--- src/rtl/dmem_arb_pkg.sv ---
// dmem_arb_pkg: shared widths and the access-owner encoding for the
// data-memory arbiter.
package dmem_arb_pkg;

  localparam int unsigned DMEM_AW       = 6;
  localparam int unsigned DMEM_DW       = 32;
  localparam int unsigned AGE_LIMIT_DEF = 4;

  // Which requester owns the access currently in flight at the memory.
  typedef enum logic [1:0] {
    OWN_NONE = 2'd0,
    OWN_CPU  = 2'd1,
    OWN_DBG  = 2'd2
  } owner_t;

endpackage

--- src/rtl/dmem_age_counter.sv ---
// dmem_age_counter: saturating count of consecutive debug denials.
// Ports:
//   clk, rst   clock, asynchronous active-high reset
//   inc        count one more denial (ignored once saturated)
//   clr        clear the count (wins over inc)
//   at_limit   count has reached LIMIT
module dmem_age_counter
  import dmem_arb_pkg::*;
#(
  parameter int unsigned LIMIT = AGE_LIMIT_DEF
) (
  input  logic clk,
  input  logic rst,
  input  logic inc,
  input  logic clr,
  output logic at_limit
);

  localparam int unsigned CW = $clog2(LIMIT + 1);

  logic [CW-1:0] cnt_q;

  assign at_limit = (cnt_q == CW'(LIMIT));

  // Count register, saturating at LIMIT.
  always_ff @(posedge clk or posedge rst) begin
    if (rst) begin
      cnt_q <= '0;
    end else if (clr) begin
      cnt_q <= '0;
    end else if (inc && !at_limit) begin
      cnt_q <= CW'(cnt_q + CW'(1));
    end
  end

endmodule

--- src/rtl/dmem_arbiter.sv ---
// dmem_arbiter: single-port data-memory arbiter between the MEM stage (fixed
// priority) and a debug/IO port. Read data returns one cycle after the grant
// and is steered to the requester that owned that access.
// Optional build macro DMEM_ARB_AGING_EN: after AGE_LIMIT consecutive debug
// denials the debug port is forced through ahead of the CPU.
// Ports:
//   clk, rst                  clock, asynchronous active-high reset
//   cpu_req/we/addr/wdata     MEM-stage access; cpu_rdata load data; cpu_stall
//   dbg_req/we/addr/wdata     debug access held until dbg_ack; dbg_rdata
//   mem_en/we/addr/wdata      strobe and payload to the synchronous memory
//   mem_rdata                 memory read data, one cycle after mem_en
module dmem_arbiter
  import dmem_arb_pkg::*;
#(
  parameter int unsigned AW        = DMEM_AW,
  parameter int unsigned DW        = DMEM_DW,
  parameter int unsigned AGE_LIMIT = AGE_LIMIT_DEF
) (
  input  logic          clk,
  input  logic          rst,
  input  logic          cpu_req,
  input  logic          cpu_we,
  input  logic [AW-1:0] cpu_addr,
  input  logic [DW-1:0] cpu_wdata,
  output logic [DW-1:0] cpu_rdata,
  output logic          cpu_stall,
  input  logic          dbg_req,
  input  logic          dbg_we,
  input  logic [AW-1:0] dbg_addr,
  input  logic [DW-1:0] dbg_wdata,
  output logic [DW-1:0] dbg_rdata,
  output logic          dbg_ack,
  output logic          mem_en,
  output logic          mem_we,
  output logic [AW-1:0] mem_addr,
  output logic [DW-1:0] mem_wdata,
  input  logic [DW-1:0] mem_rdata
);

  owner_t        owner_q, owner_d;
  logic          rd_q;
  logic [DW-1:0] cpu_rdata_q, dbg_rdata_q;
  logic          cpu_gnt, dbg_gnt, force_dbg, dbg_elig;

  // The ack cycle blocks a new debug grant, giving 2-cycle debug spacing.
  assign dbg_elig = (owner_q != OWN_DBG);

`ifdef DMEM_ARB_AGING_EN
  logic age_at_limit;

  dmem_age_counter #(
    .LIMIT (AGE_LIMIT)
  ) u_age (
    .clk      (clk),
    .rst      (rst),
    .inc      (dbg_elig & dbg_req & ~dbg_gnt),
    .clr      (dbg_gnt),
    .at_limit (age_at_limit)
  );

  assign force_dbg = age_at_limit;
`else
  logic unused_age_limit;
  assign unused_age_limit = ^AGE_LIMIT;
  assign force_dbg        = 1'b0;
`endif

  // Grant and memory mux; everything idles while reset is asserted.
  always_comb begin
    cpu_gnt   = 1'b0;
    dbg_gnt   = 1'b0;
    cpu_stall = 1'b0;
    owner_d   = OWN_NONE;
    mem_en    = 1'b0;
    mem_we    = 1'b0;
    mem_addr  = '0;
    mem_wdata = '0;
    if (!rst) begin
      cpu_gnt   = cpu_req & ~force_dbg;
      dbg_gnt   = dbg_elig & dbg_req & (~cpu_req | force_dbg);
      cpu_stall = cpu_req & ~cpu_gnt;
      if (cpu_gnt) begin
        owner_d   = OWN_CPU;
        mem_en    = 1'b1;
        mem_we    = cpu_we;
        mem_addr  = cpu_addr;
        mem_wdata = cpu_wdata;
      end else if (dbg_gnt) begin
        owner_d   = OWN_DBG;
        mem_en    = 1'b1;
        mem_we    = dbg_we;
        mem_addr  = dbg_addr;
        mem_wdata = dbg_wdata;
      end
    end
  end

  // Read data passes straight through in the return cycle, then is held.
  assign cpu_rdata = (owner_q == OWN_CPU && rd_q) ? mem_rdata : cpu_rdata_q;
  assign dbg_rdata = (owner_q == OWN_DBG && rd_q) ? mem_rdata : dbg_rdata_q;
  assign dbg_ack   = (owner_q == OWN_DBG);

  // Owner of the in-flight access plus the held read-data registers.
  always_ff @(posedge clk or posedge rst) begin
    if (rst) begin
      owner_q     <= OWN_NONE;
      rd_q        <= 1'b0;
      cpu_rdata_q <= '0;
      dbg_rdata_q <= '0;
    end else begin
      owner_q     <= owner_d;
      rd_q        <= mem_en & ~mem_we;
      cpu_rdata_q <= cpu_rdata;
      dbg_rdata_q <= dbg_rdata;
    end
  end

endmodule
--- config.mk ---
export PLATFORM = sky130hd
export DESIGN_NAME = dmem_arbiter
export DESIGN_NICKNAME = d
export VERILOG_FILES = /design/src/rtl/dmem_arb_pkg.sv /design/src/rtl/dmem_age_counter.sv /design/src/rtl/dmem_arbiter.sv
export SDC_FILE = /design/constraint.sdc
export NUM_CORES = 1
export LEC_CHECK = 0
export ABC_CLOCK_PERIOD_IN_PS = 4640
export BUFFER_PORTS_ARGS = -buffer_cell sky130_fd_sc_hd__buf_2
export CORE_MARGIN = 10
export CORE_UTILIZATION = 48
export DETAILED_ROUTE_END_ITERATION = 12
export GPL_ROUTABILITY_DRIVEN = 1
export GPL_TIMING_DRIVEN = 0
export HOLD_SLACK_MARGIN = 0.02
export PLACE_DENSITY = 0.83
export SLEW_MARGIN = 15
export SYNTH_ARGS = -nofsm -noshare
export SYNTH_HDL_FRONTEND = slang
export SYNTH_SLANG_ARGS = --single-unit
--- constraint.sdc ---
create_clock -name clk -period 4.64 [get_ports clk]
set_input_delay 0.696 -clock clk [delete_from_list [all_inputs] [get_ports clk]]
set_output_delay 0.696 -clock clk [all_outputs]
set_load 0.03 [all_outputs]
==> results of run 1 <==
[synthesized netlist by cell type]
cell type   n
o31ai_1    37
inv_1       2
o22ai_2     1
nor2b_1     1
buf_2       2
o21ai_0     1
mux2_4     60
conb_1      1
buf_4       5
or4b_4      1
nor3_1      1
nand3b_1   39
nand3b_4    2
clkbuf_2    1
nand2b_1   41
mux2_2      4
dfrtp_1    67
clkbuf_1   10
buf_6      12
o31ai_2     2
[kinds of logic (layout without fill, tap and decap cells)]
group | count (synthesis) | count (layout) | synth area share [%]
AOI/OAI and AO/OA | 41 | 41 | 8.443
buffers and inverters | 32 | 265 | 6.135
DFF | 67 | 67 | 44.20
muxes | 64 | 64 | 24.93
other | 1 | 1 | 0.09885
and+or+nand+nor | 85 | 85 | 16.19
[power groups by stage]
| stage | combinational (W) | sequential [W] | clock, W |
|---|---|---|---|
| 3_3_place_gp | 0.000933 | 0.000771 | 0 |
| 5_1_grt | 0.00101 | 0.000788 | 0.000584 |
| 3_5_place_dp | 0.000957 | 0.000785 | 0 |
| 4_1_cts | 0.000964 | 0.000774 | 0.000555 |
| 2_1_floorplan | 0.000686 | 0.000765 | 0 |
| 6_report | 0.000951 | 0.000773 | 0.000541 |
[sequential cells by signal, indices dropped and copies added (netlist names)]
signal / count
dbg_rdata_q: 32
cpu_rdata_q: 32
owner_q: 2
rd_q: 1
[cells in the final DEF (no fill, tap or decap)]
master	count
mux2_4	60
o31ai_1	37
buf_2	219
conb_1	1
mux2_2	4
inv_4	1
nand3b_4	2
clkbuf_2	1
buf_6	12
clkinv_2	1
o21ai_0	1
o22ai_2	1
bufinv_16	2
buf_12	1
or4b_4	1
nand3b_1	39
inv_1	1
buf_4	5
nor3_1	1
dfrtp_1	67
clkbuf_8	11
clkinv_4	1
o31ai_2	2
nand2b_1	41
nor2b_1	1
clkbuf_1	10
[layout make-up]
cell class / count / area [um^2]
multi-input combinational: 191 / 1884
clock buffer: 11 / 151.4
inverter: 2 / 10.01
buffer: 30 / 225.2
sequential: 67 / 1677
clock inverter: 4 / 73.82
fill: 582 / 2472
tap: 102 / 127.6
timing repair buffer: 218 / 1106
[worst max-delay path by stage]
stage,from,endpoint,slack [ps],depth (start not counted)
after floorplan,rst,mem_addr[0],2040,4
after global placement,rst,cpu_rdata_q[13]$_DFF_PP0_,1320,3
after detailed placement,rst,mem_wdata[19],2070,6
after CTS,rst,mem_wdata[19],2050,6
after global routing,rst,mem_wdata[0],1970,6
final,rst,mem_wdata[19],2060,6
[per-layer routing]
layer	up-vias	share of wire [%]
met1	1530	35
met3	16	13
met5	-	0
li1	1490	-
met2	154	50
met4	0	1.7
[critical path, cell delays in order]
cell and delay (ps):
buf_2 130, nand2b_1 140, clkbuf_2 150, buf_4 180, o31ai_1 320, buf_2 270
[stage by stage]
| step | instances | hold slack, ps |
|---|---|---|
| 6_report | 625 | 492.0 |
| 2_1_floorplan | 290 | 548.5 |
| 5_1_grt | 625 | 504.9 |
| 3_5_place_dp | 610 | 475.8 |
| 3_3_place_gp | 609 | 472.2 |
| 4_1_cts | 625 | 495.6 |
==> metrics.txt, run 1 <==
Routed Antenna Nets 0; Mapped Avg Cell Area 13.08 um^2; final WL 12.03 mm; HPWL after DPL 9.864 mm; part of the power in registers 34.1%; FF+latch count, synth 67; design area 0.005255 mm^2; synthesized instance count 290; Tot Pwr 0.002264 W; area grow syn2layout 38.52%; Cell Pwr Density 430.9 mW/mm^2; Hold WC Path Type reg -> reg; CTS Buffer Depth 2; RSZ-0062 raised after global routing no; Initial Util 49.09%; worst hold path endpoint dbg_rdata_q[3]$_DFF_PP0_; post-CTS sizing 0; vias in the first global route 3617; Worst Path Required 3940 ps; NetSw 0.0008410 W; area of the mapped netlist 0.003794 mm^2; Hold Fails Final Rpt 0; clock power share 23.9%; Slew Limit Fails 0; initial antenna violation count 0; layout cells sized above 1 61.95%; hold buffers post-CTS 0; hold wc startpoint dbg_rdata_q[3]$_DFF_PP0_; placed cell area 0.005030 mm^2; post-layout worst setup margin 2055 ps; die area 0.01186 mm^2; Root Buffer clkbuf_8; Syn Nets 404; worst hold path depth 1; fin crit period 2585 ps; drt drc 0; crit start category input port; synth top area cells dfrtp_1, mux2_4, nand3b_1, o31ai_1, nand2b_1; Final setup viols 0; CP arrival 1890 ps; H-tree depth 3; FP Rows 32; crit-path max FO 10; Synth warnings 0; reg2reg setup slack 3350 ps; GR Util met3 10.97%; Logic pwr share 42.0%; CTS tree yes; Port Buf Inserts 217; ant diodes 0; post-synth top area share 44.20%; R2R depth 3; Tcrit/Tclk final 55.71%; met2 usage 35.00%; crit path kind in -> out; Clock Pin Slew Worst Setup and Hold Paths 70 ps; GRT Total Usage 20.34%; GR Layer Usage met1 21.04%; Max-cap violations 0; Die W 108.9 um; Post-CTS Setup Inserts 0; largest net degree at the start of global routing 43; RR Endpoint cpu_rdata_q[30]$_DFF_PP0_; I/O pins 220; GR Overflow Total 0; cell taking the most area after synthesis dfrtp_1; sw frac 37.14%; Net count, final 633; Die Y 108.9 um; clk_skew 9.952 ps; Max Freq 386.9 MHz; LEAKAGE 2.835 nW; Setup TNS Final 0 ps; peak supply drop 193.3 uV; utilization after layout 68.01%; status completed; post-synth cell types 20; Vias per Instance 5.104; post-synthesis sequential area ratio 44.20%; CP endpoint kind primary output; reg-to-reg startpoint owner_q[1]$_DFF_PP0_; Via Count 3190; 1st-iter DRT viols 77; Core ar. 0.007727 mm^2; first-pass GRT wire length 19.16 mm; Sink Count 67; Routed WL per cell 19.24 um; worst skew pair latency 340 ps; RePlAce Congestion 0.8221; GRT busiest layer met2; Place WS 2065 ps; Pre-antenna DRT Iters 4; Num CTS Buffers 9; Internal 0.001423 W
Note: power is estimated with default switching activity, not from simulation.
==> run 2: changes to the inputs <==
--- a/config.mk
+++ b/config.mk
@@ -5,15 +5,16 @@
 export SDC_FILE = /design/constraint.sdc
 export NUM_CORES = 1
 export LEC_CHECK = 0
-export ABC_CLOCK_PERIOD_IN_PS = 4640
+export ABC_AREA = 1
+export ABC_CLOCK_PERIOD_IN_PS = 2600
 export BUFFER_PORTS_ARGS = -buffer_cell sky130_fd_sc_hd__buf_2
 export CORE_MARGIN = 10
-export CORE_UTILIZATION = 48
+export CORE_UTILIZATION = 41
 export DETAILED_ROUTE_END_ITERATION = 12
 export GPL_ROUTABILITY_DRIVEN = 1
 export GPL_TIMING_DRIVEN = 0
 export HOLD_SLACK_MARGIN = 0.02
-export PLACE_DENSITY = 0.83
+export PLACE_DENSITY = 0.76
 export SLEW_MARGIN = 15
 export SYNTH_ARGS = -nofsm -noshare
 export SYNTH_HDL_FRONTEND = slang
==> constraint.sdc (replaced) <==
create_clock -name clk -period 2.6 [get_ports clk]
set_input_delay 0.39 -clock clk [delete_from_list [all_inputs] [get_ports clk]]
set_output_delay 0.39 -clock clk [all_outputs]
set_load 0.03 [all_outputs]
==> metrics.txt, run 2 <==
fill count 696 (+20%); crit path kind reg -> out; hold buffers post-CTS 0 (unchanged); multi-input logic area 0.001297 mm^2 (-31%); CTS tree yes; H-tree depth 3 (unchanged); post-synthesis sequential area ratio 53.41% (+9.2 points); cell taking the most area after synthesis dfrtp_1; Post-CTS Setup Inserts 0 (unchanged); Die Y 107.5 um (-1.3%); Max Freq 440.8 MHz; layout cells sized above 1 38.81% (-23 points); GRT Total Usage 20.51% (+0.18 points); clock power share 19.9% (-4.0 points); Num CTS Buffers 9 (unchanged); design area 0.004549 mm^2 (-13%); first-pass GRT wire length 18.95 mm (-1.1%); I/O pins 220 (unchanged); CTS Buffer Depth 2 (unchanged); area of the mapped netlist 0.003139 mm^2 (-17%); Slew HR 65.56%; RSZ-0062 raised after global routing no; RePlAce Congestion 0.8642 (+5.1%); reg2reg setup slack 1120 ps (-2230 ps); Logic pwr share 42.5% (+0.5 points); EDFF count, synth 0 (unchanged); Clock Pin Slew Worst Setup and Hold Paths 80 ps (about the same); reg-to-reg startpoint rd_q$_DFF_PP0_; sw frac 43.69% (+6.6 points); vias in the first global route 3756 (+3.8%); post-CTS sizing 0 (unchanged); NetSw 0.001601 W (+90%); most used flip-flop cell after synthesis dfrtp_1; most frequent cells in the layout nand2_1, buf_2, dfrtp_1, o21ai_0, nand3_1; R2R depth 6 (+3); placed cell area 0.004377 mm^2 (-13%); crit start category flip-flop; post-synth top area share 53.41% (+9.2 points); Cell Pwr Density 805.3 mW/mm^2 (+87%); Die W 107.5 um (-1.3%); register area 0.001677 mm^2 (unchanged); Slew Limit Fails 0 (unchanged); most numerous cell in the Yosys netlist nand2_1; Tot Pwr 0.003664 W (+62%); initial antenna violation count 1 (+1); fin crit period 2269 ps; synthesized instance count 422 (+46%); worst skew pair latency 330 ps (about the same); Post-synth ARST share 100.0% (unchanged); Routed Antenna Nets 0 (unchanged); Via Count 3521 (+10%); top post-synthesis cells by count nand2_1, dfrtp_1, nand3_1, o21ai_0; RR Endpoint cpu_rdata_q[25]$_DFF_PP0_; Core ar. 0.007331 mm^2 (-5.1%); Vias per Instance 4.651 (-8.9%); worst slew pin tran 516.7 ps; post-synth cell types 16 (-20%); Tcrit/Tclk final 87.26%; Hold Fails Final Rpt 0 (unchanged); synth top area cells dfrtp_1, nand2_1, nand3_1, o21ai_0, buf_2; Sink Count 67 (unchanged); Crit. Startpoint rd_q$_DFF_PP0_; crit-path max FO 10 (unchanged); die area 0.01156 mm^2 (-2.6%); Max-cap violations 0 (unchanged); FP Rows 31 (-3.1%); Port Buf Inserts 218 (+0.46%); area grow syn2layout 44.92%; Mapped Avg Cell Area 7.439 um^2 (-43%); utilization after layout 62.06% (-5.9 points); Initial Util 42.82% (-6.3 points); Pre-antenna DRT Iters 4 (unchanged); top flop regs cpu_rdata_q: 32 flops, dbg_rdata_q: 32 flops, owner_q: 2 flops; largest net degree at the start of global routing 40 (-7.0%); status completed; Final setup viols 0 (unchanged); GR Overflow Total 0 (unchanged); Syn Nets 536 (+33%); HPWL after DPL 9.997 mm (+1.4%); Hold WC Path Type in -> async; CP arrival 1880 ps (about the same); peak supply drop 253.5 uV (+31%); Worst Path Required 2210 ps (-1730 ps); Internal 0.002063 W (+45%); FF+latch count, synth 67 (unchanged); final WL 12.03 mm (about the same); 1st-iter DRT viols 86 (+12%); Net count, final 766 (+21%); part of the power in registers 37.6% (+3.5 points); commonest non-fill, non-tap cell in the layout nand2_1; Synth warnings 0 (unchanged); CP endpoint kind primary output; drt drc 0 (unchanged); Root Buffer clkbuf_8; LEAKAGE 2.747 nW (-3.1%); clk_skew 7.729 ps (-2.223 ps); Routed WL per cell 15.89 um (-17%)
-- run 2: area by class of cell --
class	instances	share of cell area (%)
clock buffer	10	2.805
inverter	7	0.6326
buffer	28	3.053
antenna	1	0.05501
tap	99	2.723
clock inverter	6	0.9351
multi-input combinational	320	28.52
sequential	67	36.85
timing repair buffer	219	24.42
-- run 2: kinds of logic (layout without fill, tap and decap cells) --
| family | Yosys count | count (layout) | synth area share [%] |
|---|---|---|---|
| flip-flops | 67 | 67 | 53.41 |
| buffers and inverters | 35 | 270 | 5.261 |
| AO/OA/AOI/OAI | 33 | 33 | 5.261 |
| AND/OR/NAND/NOR | 286 | 286 | 35.95 |
| other | 1 | 2 | 0.1195 |
-- run 2: how the worst max path moves through the flow --
stage / end / slack [ps] / depth (start not counted)
floorplan: cpu_rdata_q[0]$_DFF_PP0_ / 530 / 1
global placement: dbg_rdata_q[12]$_DFF_PP0_ / -240 / 2
detailed placement: mem_wdata[29] / 630 / 6
CTS: cpu_rdata[30] / 280 / 7
global route: cpu_rdata[30] / 60 / 7
finish: cpu_rdata[29] / 330 / 7
-- run 2: per-layer routing --
layer	GRT usage [%]	part of all wire, %
met1	19.78	36
met2	36.95	51
met3	9.102	10
met4	8.874	3.0
met5	0	0
-- run 2: power by group through the flow --
stage	clock, W	combinational [W]	sequential (W)
after floorplan	0	0.00103	0.00138
after global placement	0	0.00156	0.00138
after detailed placement	0	0.00158	0.00140
after CTS	0.000759	0.00159	0.00138
after global routing	0.000806	0.00169	0.00140
final	0.000729	0.00156	0.00138
-- run 2: through the flow --
step	std cells	setup slack, ps	TNS, ps	hold slack [ps]
global placement	739	-240.9	-15980	447.2
finish	757	331.2	0	58.27
global route	756	64.46	0	62.23
detailed placement	740	634.2	0	423.7
CTS	756	277.8	0	51.65
floorplan	422	526.8	0	626.0
-- run 2: worst max-delay path, cell delays in order, from the launching register on --
cell and delay [ps]:
dfrtp_1 320, inv_1 110, nor2_1 320, nand2_1 200
buf_2 250, nand2_1 80, nand2_1 70, buf_2 190
